**src/rtl/phy_pkg.sv**
```systemverilog
// Shared types and constants for the PHY transmit arbiter: state encoding,
// the K28.5 control word and a counter-width helper.
package phy_pkg;

   localparam int          ANCHO_DEF     = 32;
   localparam logic [31:0] IDLE_WORD_DEF = 32'hBCBCBCBC;

   typedef enum logic [1:0] {
      SYNC   = 2'd0,
      IDLE   = 2'd1,
      GRANT0 = 2'd2,
      GRANT1 = 2'd3
   } state_t;

   // Bits needed to count from 0 up to and including n.
   function automatic int cnt_width(input int n);
      return (n < 1) ? 1 : $clog2(n + 1);
   endfunction

endpackage

```
**src/rtl/phy_tx_arbiter_if.sv**
```systemverilog
// Requester and PHY-facing signals of the transmit arbiter, bundled as one interface.
interface phy_tx_arbiter_if #(parameter int ANCHO = phy_pkg::ANCHO_DEF);
   import phy_pkg::*;

   // Handshake: a word moves from requester g when valid_in_g and ready_out_g are
   // both high in the same cycle; ready_out_g is only raised while phy_ready is high.
   logic [ANCHO-1:0] data_in0;
   logic             valid_in0;
   logic             ready_out0;
   logic [ANCHO-1:0] data_in1;
   logic             valid_in1;
   logic             ready_out1;
   logic             phy_ready;
   logic [ANCHO-1:0] phy_input;
   logic             valid;
   logic             k_char;
   logic             selector;
   state_t           state_dbg;

   modport slave (
      input  data_in0, valid_in0, data_in1, valid_in1, phy_ready,
      output ready_out0, ready_out1, phy_input, valid, k_char, selector, state_dbg
   );

   modport master (
      output data_in0, valid_in0, data_in1, valid_in1, phy_ready,
      input  ready_out0, ready_out1, phy_input, valid, k_char, selector, state_dbg
   );

endinterface

```
**src/rtl/phy_tx_arbiter_arbitro_rr.sv**
```systemverilog
// Two-way round-robin decision with a bounded burst length.
// burst == 0 means nobody currently holds the link.
module arbitro_rr #(
   parameter int MAX_BURST = 4,
   parameter int BW        = phy_pkg::cnt_width(MAX_BURST)
) (
   input  logic          valid_in0,
   input  logic          valid_in1,
   input  logic          holder,
   input  logic          ultimo,
   input  logic [BW-1:0] burst,
   input  logic          avance,
   output logic          grant_valid,
   output logic          grant_id,
   output logic [BW-1:0] burst_next
);

   localparam logic [BW-1:0] MAX_B = BW'(MAX_BURST);
   localparam logic [BW-1:0] ONE   = BW'(1);

   logic h;
   logic v_h;
   logic v_o;

   // With no holder, treat the not-last-served requester as the incumbent so
   // round-robin order falls out of the same priority chain.
   assign h   = (burst == '0) ? ~ultimo : holder;
   assign v_h = h ? valid_in1 : valid_in0;
   assign v_o = h ? valid_in0 : valid_in1;

   always_comb begin
      grant_valid = 1'b0;
      grant_id    = h;
      burst_next  = burst;
      if (avance) begin
         if (v_h && (burst < MAX_B)) begin
            grant_valid = 1'b1;
            grant_id    = h;
            burst_next  = burst + ONE;
         end else if (v_o) begin
            grant_valid = 1'b1;
            grant_id    = ~h;
            burst_next  = ONE;
         end else if (v_h) begin
            grant_valid = 1'b1;
            grant_id    = h;
            burst_next  = ONE;
         end else begin
            burst_next  = '0;
         end
      end
   end

endmodule

```
**src/rtl/phy_tx_arbiter.sv**
```systemverilog
// PHY transmit controller: link-sync preamble after reset, then round-robin
// sharing of the PHY word stream between two requesters with idle fill.
module phy_tx_arbiter
   import phy_pkg::*;
#(
   parameter int               ANCHO     = ANCHO_DEF,
   parameter int               N_SYNC    = 4,
   parameter int               MAX_BURST = 4,
   parameter logic [ANCHO-1:0] IDLE_WORD = ANCHO'(IDLE_WORD_DEF)
) (
   input logic               clk_f,
   input logic               reset_L,
   phy_tx_arbiter_if.slave   bus
);

   localparam int             SW        = cnt_width(N_SYNC);
   localparam int             BW        = cnt_width(MAX_BURST);
   localparam logic [SW-1:0]  SYNC_LAST = SW'(N_SYNC - 1);
   localparam logic [SW-1:0]  SYNC_ONE  = SW'(1);

   state_t           state_q,     state_d;
   logic [SW-1:0]    sync_cnt_q,  sync_cnt_d;
   logic [BW-1:0]    burst_q,     burst_d;
   logic             ultimo_q,    ultimo_d;
   logic [ANCHO-1:0] phy_input_q, phy_input_d;
   logic             valid_q,     valid_d;
   logic             k_char_q,    k_char_d;
   logic             selector_q,  selector_d;

   logic          avance_arb;
   logic          grant_valid;
   logic          grant_id;
   logic [BW-1:0] burst_next;

   // Requesters are never considered while the preamble is still going out.
   assign avance_arb = bus.phy_ready && (state_q != SYNC);

   arbitro_rr #(
      .MAX_BURST (MAX_BURST),
      .BW        (BW)
   ) u_arbitro_rr (
      .valid_in0   (bus.valid_in0),
      .valid_in1   (bus.valid_in1),
      .holder      (selector_q),
      .ultimo      (ultimo_q),
      .burst       (burst_q),
      .avance      (avance_arb),
      .grant_valid (grant_valid),
      .grant_id    (grant_id),
      .burst_next  (burst_next)
   );

   always_ff @(posedge clk_f or negedge reset_L) begin
      if (!reset_L) begin
         state_q     <= SYNC;
         sync_cnt_q  <= '0;
         burst_q     <= '0;
         ultimo_q    <= 1'b1;
         phy_input_q <= '0;
         valid_q     <= 1'b0;
         k_char_q    <= 1'b0;
         selector_q  <= 1'b0;
      end else begin
         state_q     <= state_d;
         sync_cnt_q  <= sync_cnt_d;
         burst_q     <= burst_d;
         ultimo_q    <= ultimo_d;
         phy_input_q <= phy_input_d;
         valid_q     <= valid_d;
         k_char_q    <= k_char_d;
         selector_q  <= selector_d;
      end
   end

   always_comb begin
      state_d     = state_q;
      sync_cnt_d  = sync_cnt_q;
      burst_d     = burst_q;
      ultimo_d    = ultimo_q;
      phy_input_d = phy_input_q;
      valid_d     = valid_q;
      k_char_d    = k_char_q;
      selector_d  = selector_q;
      if (bus.phy_ready) begin
         if (state_q == SYNC) begin
            phy_input_d = IDLE_WORD;
            k_char_d    = 1'b1;
            valid_d     = 1'b1;
            sync_cnt_d  = sync_cnt_q + SYNC_ONE;
            if (sync_cnt_q == SYNC_LAST) begin
               state_d = IDLE;
            end
         end else if (grant_valid) begin
            phy_input_d = grant_id ? bus.data_in1 : bus.data_in0;
            k_char_d    = 1'b0;
            valid_d     = 1'b1;
            selector_d  = grant_id;
            ultimo_d    = grant_id;
            state_d     = grant_id ? GRANT1 : GRANT0;
            burst_d     = burst_next;
         end else begin
            phy_input_d = IDLE_WORD;
            k_char_d    = 1'b1;
            valid_d     = 1'b1;
            state_d     = IDLE;
            burst_d     = burst_next;
         end
      end
   end

   always_comb begin
      bus.ready_out0 = grant_valid && !grant_id;
      bus.ready_out1 = grant_valid &&  grant_id;
      bus.phy_input  = phy_input_q;
      bus.valid      = valid_q;
      bus.k_char     = k_char_q;
      bus.selector   = selector_q;
      bus.state_dbg  = state_q;
   end

endmodule

```
**src/flat_wrapper.sv**
```systemverilog
// flat-port wrapper written by rule: the top's interface ports become plain ports
module phy_tx_arbiter_flat import phy_pkg::*;
#(
   parameter int               ANCHO     = ANCHO_DEF,
   parameter int               N_SYNC    = 4,
   parameter int               MAX_BURST = 4,
   parameter logic [ANCHO-1:0] IDLE_WORD = ANCHO'(IDLE_WORD_DEF)
)
  (clk_f, reset_L, bus_data_in0, bus_valid_in0, bus_data_in1, bus_valid_in1, bus_phy_ready, bus_ready_out0, bus_ready_out1, bus_phy_input, bus_valid, bus_k_char, bus_selector, bus_state_dbg);
  phy_tx_arbiter_if #(.ANCHO(ANCHO)) bus_i ();
  input logic clk_f;
  input logic reset_L;
  input wire logic [$bits(bus_i.data_in0)-1:0] bus_data_in0;
  input wire logic [$bits(bus_i.valid_in0)-1:0] bus_valid_in0;
  input wire logic [$bits(bus_i.data_in1)-1:0] bus_data_in1;
  input wire logic [$bits(bus_i.valid_in1)-1:0] bus_valid_in1;
  input wire logic [$bits(bus_i.phy_ready)-1:0] bus_phy_ready;
  output wire logic [$bits(bus_i.ready_out0)-1:0] bus_ready_out0;
  output wire logic [$bits(bus_i.ready_out1)-1:0] bus_ready_out1;
  output wire logic [$bits(bus_i.phy_input)-1:0] bus_phy_input;
  output wire logic [$bits(bus_i.valid)-1:0] bus_valid;
  output wire logic [$bits(bus_i.k_char)-1:0] bus_k_char;
  output wire logic [$bits(bus_i.selector)-1:0] bus_selector;
  output wire logic [$bits(bus_i.state_dbg)-1:0] bus_state_dbg;
  assign bus_i.data_in0 = bus_data_in0;
  assign bus_i.valid_in0 = bus_valid_in0;
  assign bus_i.data_in1 = bus_data_in1;
  assign bus_i.valid_in1 = bus_valid_in1;
  assign bus_i.phy_ready = bus_phy_ready;
  assign bus_ready_out0 = bus_i.ready_out0;
  assign bus_ready_out1 = bus_i.ready_out1;
  assign bus_phy_input = bus_i.phy_input;
  assign bus_valid = bus_i.valid;
  assign bus_k_char = bus_i.k_char;
  assign bus_selector = bus_i.selector;
  assign bus_state_dbg = bus_i.state_dbg;
  phy_tx_arbiter #(.ANCHO(ANCHO), .N_SYNC(N_SYNC), .MAX_BURST(MAX_BURST), .IDLE_WORD(IDLE_WORD)) u_core (.clk_f(clk_f), .reset_L(reset_L), .bus(bus_i));
endmodule
```
**config.mk**
```make
export PLATFORM = sky130hd
export DESIGN_NAME = phy_tx_arbiter_flat
export DESIGN_NICKNAME = d
export VERILOG_FILES = /design/src/rtl/phy_pkg.sv /design/src/rtl/phy_tx_arbiter_if.sv /design/src/rtl/phy_tx_arbiter_arbitro_rr.sv /design/src/rtl/phy_tx_arbiter.sv /design/src/flat_wrapper.sv
export SDC_FILE = /design/constraint.sdc
export NUM_CORES = 1
export LEC_CHECK = 0
export ABC_AREA = 1
export BUFFER_PORTS_ARGS = -buffer_cell sky130_fd_sc_hd__buf_4
export CORE_MARGIN = 5
export CORE_UTILIZATION = 40
export DETAILED_ROUTE_END_ITERATION = 10
export HOLD_SLACK_MARGIN = 0.1
export PLACE_DENSITY = 0.66
export SYNTH_ARGS = -nofsm -noshare
export SYNTH_HDL_FRONTEND = slang
export SYNTH_SLANG_ARGS = --single-unit
```
**constraint.sdc**
```tcl
create_clock -name clk_f -period 3.8 [get_ports clk_f]
set_clock_uncertainty 0.15 [all_clocks]
set_input_delay 0.76 -clock clk_f [delete_from_list [all_inputs] [get_ports clk_f]]
set_output_delay 0.76 -clock clk_f [all_outputs]
set_load 0.02 [all_outputs]
```
==> key figures <==
Outcome
  • Result of the run: complete, no violations

Synthesis
  • Netlist Area Pre-Place: 2390 um2
  • Number of flops mapped to enable cells by yosys: 0
  • Mux contribution to synthesized area: 0.00470
  • Area share of xor/xnor cells in the synthesized design: 0.00366
  • Post-synthesis share of cell area spent on and, or, nand and nor gates: 0.355
  • Synth Warn #: 0
  • Proportion of synthesized chip area in sequential cells: 0.460
  • Asr flop ratio synth: 1.00
  • Yosys reg bits: 44
  • Syn_nets: 384
  • Largest family of logic cells by synthesized area: simple AND/OR/NAND/NOR gates
  • Mean instance size in the synthesized netlist: 7.70 um2
  • Most frequently used flop master after synthesis: sky130_fd_sc_hd__dfrtp_1
  • Instance count of the mapped netlist: about 310
  • Synthesized-area fraction occupied by ao, oa, aoi and oai cells: 0.0256
  • Count of cell types in the netlist: 25
  • Synth Area in Adders: 0.0209

Timing
  • Final setup violation count: 0
  • Hold Fails Final Rpt: 0
  • Remaining max-slew budget at the tightest pin: 0.629
  • Final clock period utilization by the worst path: 0.828
  • Final Slew Violations: 0
  • Final Hold Slack: between 0.3 and 0.4 ns
  • Post-layout minimum cycle time: 3.15 ns
  • Max Clock Freq: ~320 MHz
  • Total Negative Setup Slacks: 0 ns
  • Final WS setup: roughly 0.65 ns
  • Worst-margin pin slew: between 0.5 and 0.6 ns
  • RSZ-0062 raised after global routing: false

Floorplan
  • Number of rows in the core area: 28
  • Std-Cell Core Area: between 5000 and 6000 um2
  • Floorplan die area: ~7600 um2
  • Die outline height: 87.4 um
  • Die width: about 87 um
  • Effective utilization at floorplan: 0.407
  • IO Pins: roughly 110

Placed design
  • Placer's final routability congestion estimate: approximately 0.75
  • Dpl cells: about 480
  • DPL Wire Length: 4750 um
  • Post-place setup slack: 0.634 ns
  • Placement Cell Area: roughly 3200 um2
  • Count of input and output buffers: between 100 and 150

Clock network
  • CTS tree: built
  • Post-cts gate resize count: 0
  • Buffer count from post-CTS setup fixing: 0
  • Clock buffers created by TritonCTS: 5
  • Maximum clock insertion buffer count: 2
  • Number of sinks on the clock net: 44
  • Clk Latency, worst-skew pair: roughly 0.29 ns
  • Clock-pin slew on the worst setup and hold paths: 0.09 ns
  • Clk Tree Root Cell: sky130_fd_sc_hd__clkbuf_8
  • CTS hold repair buffers: 0
  • H-tree lvl count: 2

Pwr
  • Leakage: 0.00183 uW
  • Largest voltage drop on the vdd net: around 0.5 mV
  • Power density cells: 696 nW/um2

Route
  • Antenna violation net count after detailed routing: 0
  • Via-per-instance ratio: a little under 5
  • Average wire per cell in the routed design: about 13 um
  • Total via count after detailed routing: ~2.3k
  • Initial DRC count: about 80
  • Remaining DRCs: 0
  • WL final: 6330 um
  • Router iterations before antenna repair: 4

Final layout
  • Diodes inserted: 0
  • Highest-count cells in the layout ignoring fill and taps: 111 x sky130_fd_sc_hd__buf_4, 51 x sky130_fd_sc_hd__nand2_1, 50 x sky130_fd_sc_hd__inv_1
  • Proportion of layout cells with a drive suffix above 1: 0.320
  • Filler cells: roughly 580
  • Final Cell Area: 3330 um2
  • Most frequent standard cell in the layout excluding fill and tap cells: sky130_fd_sc_hd__buf_4
  • Net count, final: between 400 and 500
  • Final Instance Count excl. Fillers: between 400 and 500
  • Syn-to-layout area delta: 39.2%

Global routing
  • Total overflow reported by the global router: 0
  • Number of global-route vias before repair: 2290
  • Number of antenna violations at the first check in global routing: 0
  • Pin count of the biggest net entering global routing: 48
  • Global-route wire length before repair: between 10000 and 15000 um
  • All-layer global routing usage: 0.173

Critical path
  • Crit start category: primary input
  • Critical Path RT: 2.89 ns
  • Kind of critical path: in2out
  • WP data arrival: ~2.2 ns
  • Critical Path Fanout Max: 25
  • Endpoint type of the worst setup path: output port
  • Register-to-Register Setup Slack: around 1.7 ns

Hold path
  • Worst min path class: in2async

Job
  • # Max-Cap Violations: 0
[final cells by class]
| cell class | count | area (um2) | area share |
|---|---|---|---|
| Tap cell | 75 | 93.8 | 0.0281 |
| Inverter | 53 | 201 | 0.0604 |
| Multi-Input combinational cell | 194 | 982 | 0.295 |
| Timing Repair Buffer | 111 | 833 | 0.250 |
| Clock buffer | 6 | 82.6 | 0.0248 |
| Clock inverter | 2 | 38.8 | 0.0116 |
| Sequential cell | 44 | 1100 | 0.331 |
[path summary, 6_finish.rpt]
path                                                     startpoint                                   end  depth (start not counted)
worst max-delay path                                  bus_phy_ready                        bus_ready_out1                          8
worst min-delay path                                        reset_L  u_core.bus.phy_input[14]$_DFFE_PN0P_                          1
worst max register to register  u_core.bus.state_dbg[1]$_DFFE_PN0P_  u_core.bus.phy_input[13]$_DFFE_PN0P_                          8
worst min register to register         u_core.bus.valid$_DFFE_PN0P_          u_core.bus.valid$_DFFE_PN0P_                          1
max in group asynchronous                                   reset_L           u_core.ultimo_q$_DFFE_PN1P_                          1
min in group clk_f                     u_core.bus.valid$_DFFE_PN0P_          u_core.bus.valid$_DFFE_PN0P_                          1
[through the flow]
stage,utilization,power (uW)
after CTS,0.567,2350
final,0.567,2320
after global placement,0.546,1950
after global routing,0.567,2520
after floorplan,-,1540
after detailed placement,0.546,1970
[cell usage after synthesis (2+ instances only)]
master | instances | share of area
sky130_fd_sc_hd__buf_2 | 9 | 0.019
sky130_fd_sc_hd__buf_4 | 2 | 0.0063
sky130_fd_sc_hd__buf_6 | 2 | 0.0094
sky130_fd_sc_hd__clkbuf_1 | 7 | 0.011
sky130_fd_sc_hd__dfrtp_1 | 43 | 0.45
sky130_fd_sc_hd__ha_1 | 4 | 0.021
sky130_fd_sc_hd__inv_1 | 50 | 0.078
sky130_fd_sc_hd__inv_2 | 2 | 0.0031
sky130_fd_sc_hd__nand2_1 | 51 | 0.080
sky130_fd_sc_hd__nand3_1 | 49 | 0.10
sky130_fd_sc_hd__nand4_1 | 32 | 0.084
sky130_fd_sc_hd__nor2_1 | 42 | 0.066
sky130_fd_sc_hd__nor2_2 | 2 | 0.0052
sky130_fd_sc_hd__o21ai_0 | 3 | 0.0063
sky130_fd_sc_hd__o21ai_1 | 3 | 0.0063
[per-layer routing]
metal,vias up,part of all wire,wire length (um),track usage
met3,8,0.097,611,0.0624
met2,91,0.46,2930,0.273
met5,-,0,0,0
met4,0,0.015,98,0.0391
met1,1058,0.42,2690,0.228
li1,1189,-,-,-
[worst max-delay path: stages]
cell	delay [ns]
sky130_fd_sc_hd__buf_4	0.25
sky130_fd_sc_hd__inv_4	0.15
sky130_fd_sc_hd__nor2_8	0.20
sky130_fd_sc_hd__o21ai_1	0.13
sky130_fd_sc_hd__inv_2	0.30
sky130_fd_sc_hd__nand3_1	0.17
sky130_fd_sc_hd__inv_1	0.10
sky130_fd_sc_hd__buf_4	0.14
[cell families after synthesis]
family | after synthesis
compound gates | 8
xor+xnor | 1
fa+ha+maj | 4
buf+inv | 73
flops | 44
mux | 1
simple gates | 180
[registers in the layout (all words and copies together), names as in the netlist]
name	count
u_core.bus.valid	1
u_core.burst_q	3
u_core.sync_cnt_q	3
u_core.bus.selector	1
u_core.bus.k_char	1
u_core.ultimo_q	1
u_core.bus.state_dbg	2
u_core.bus.phy_input	32
[power by group]
part           internal [uW]  total [uW]  switching, uW
combinational            445        1190            744
clock                    215         376            161
sequential               647         755            109
Power figures use the tool's default switching activity.
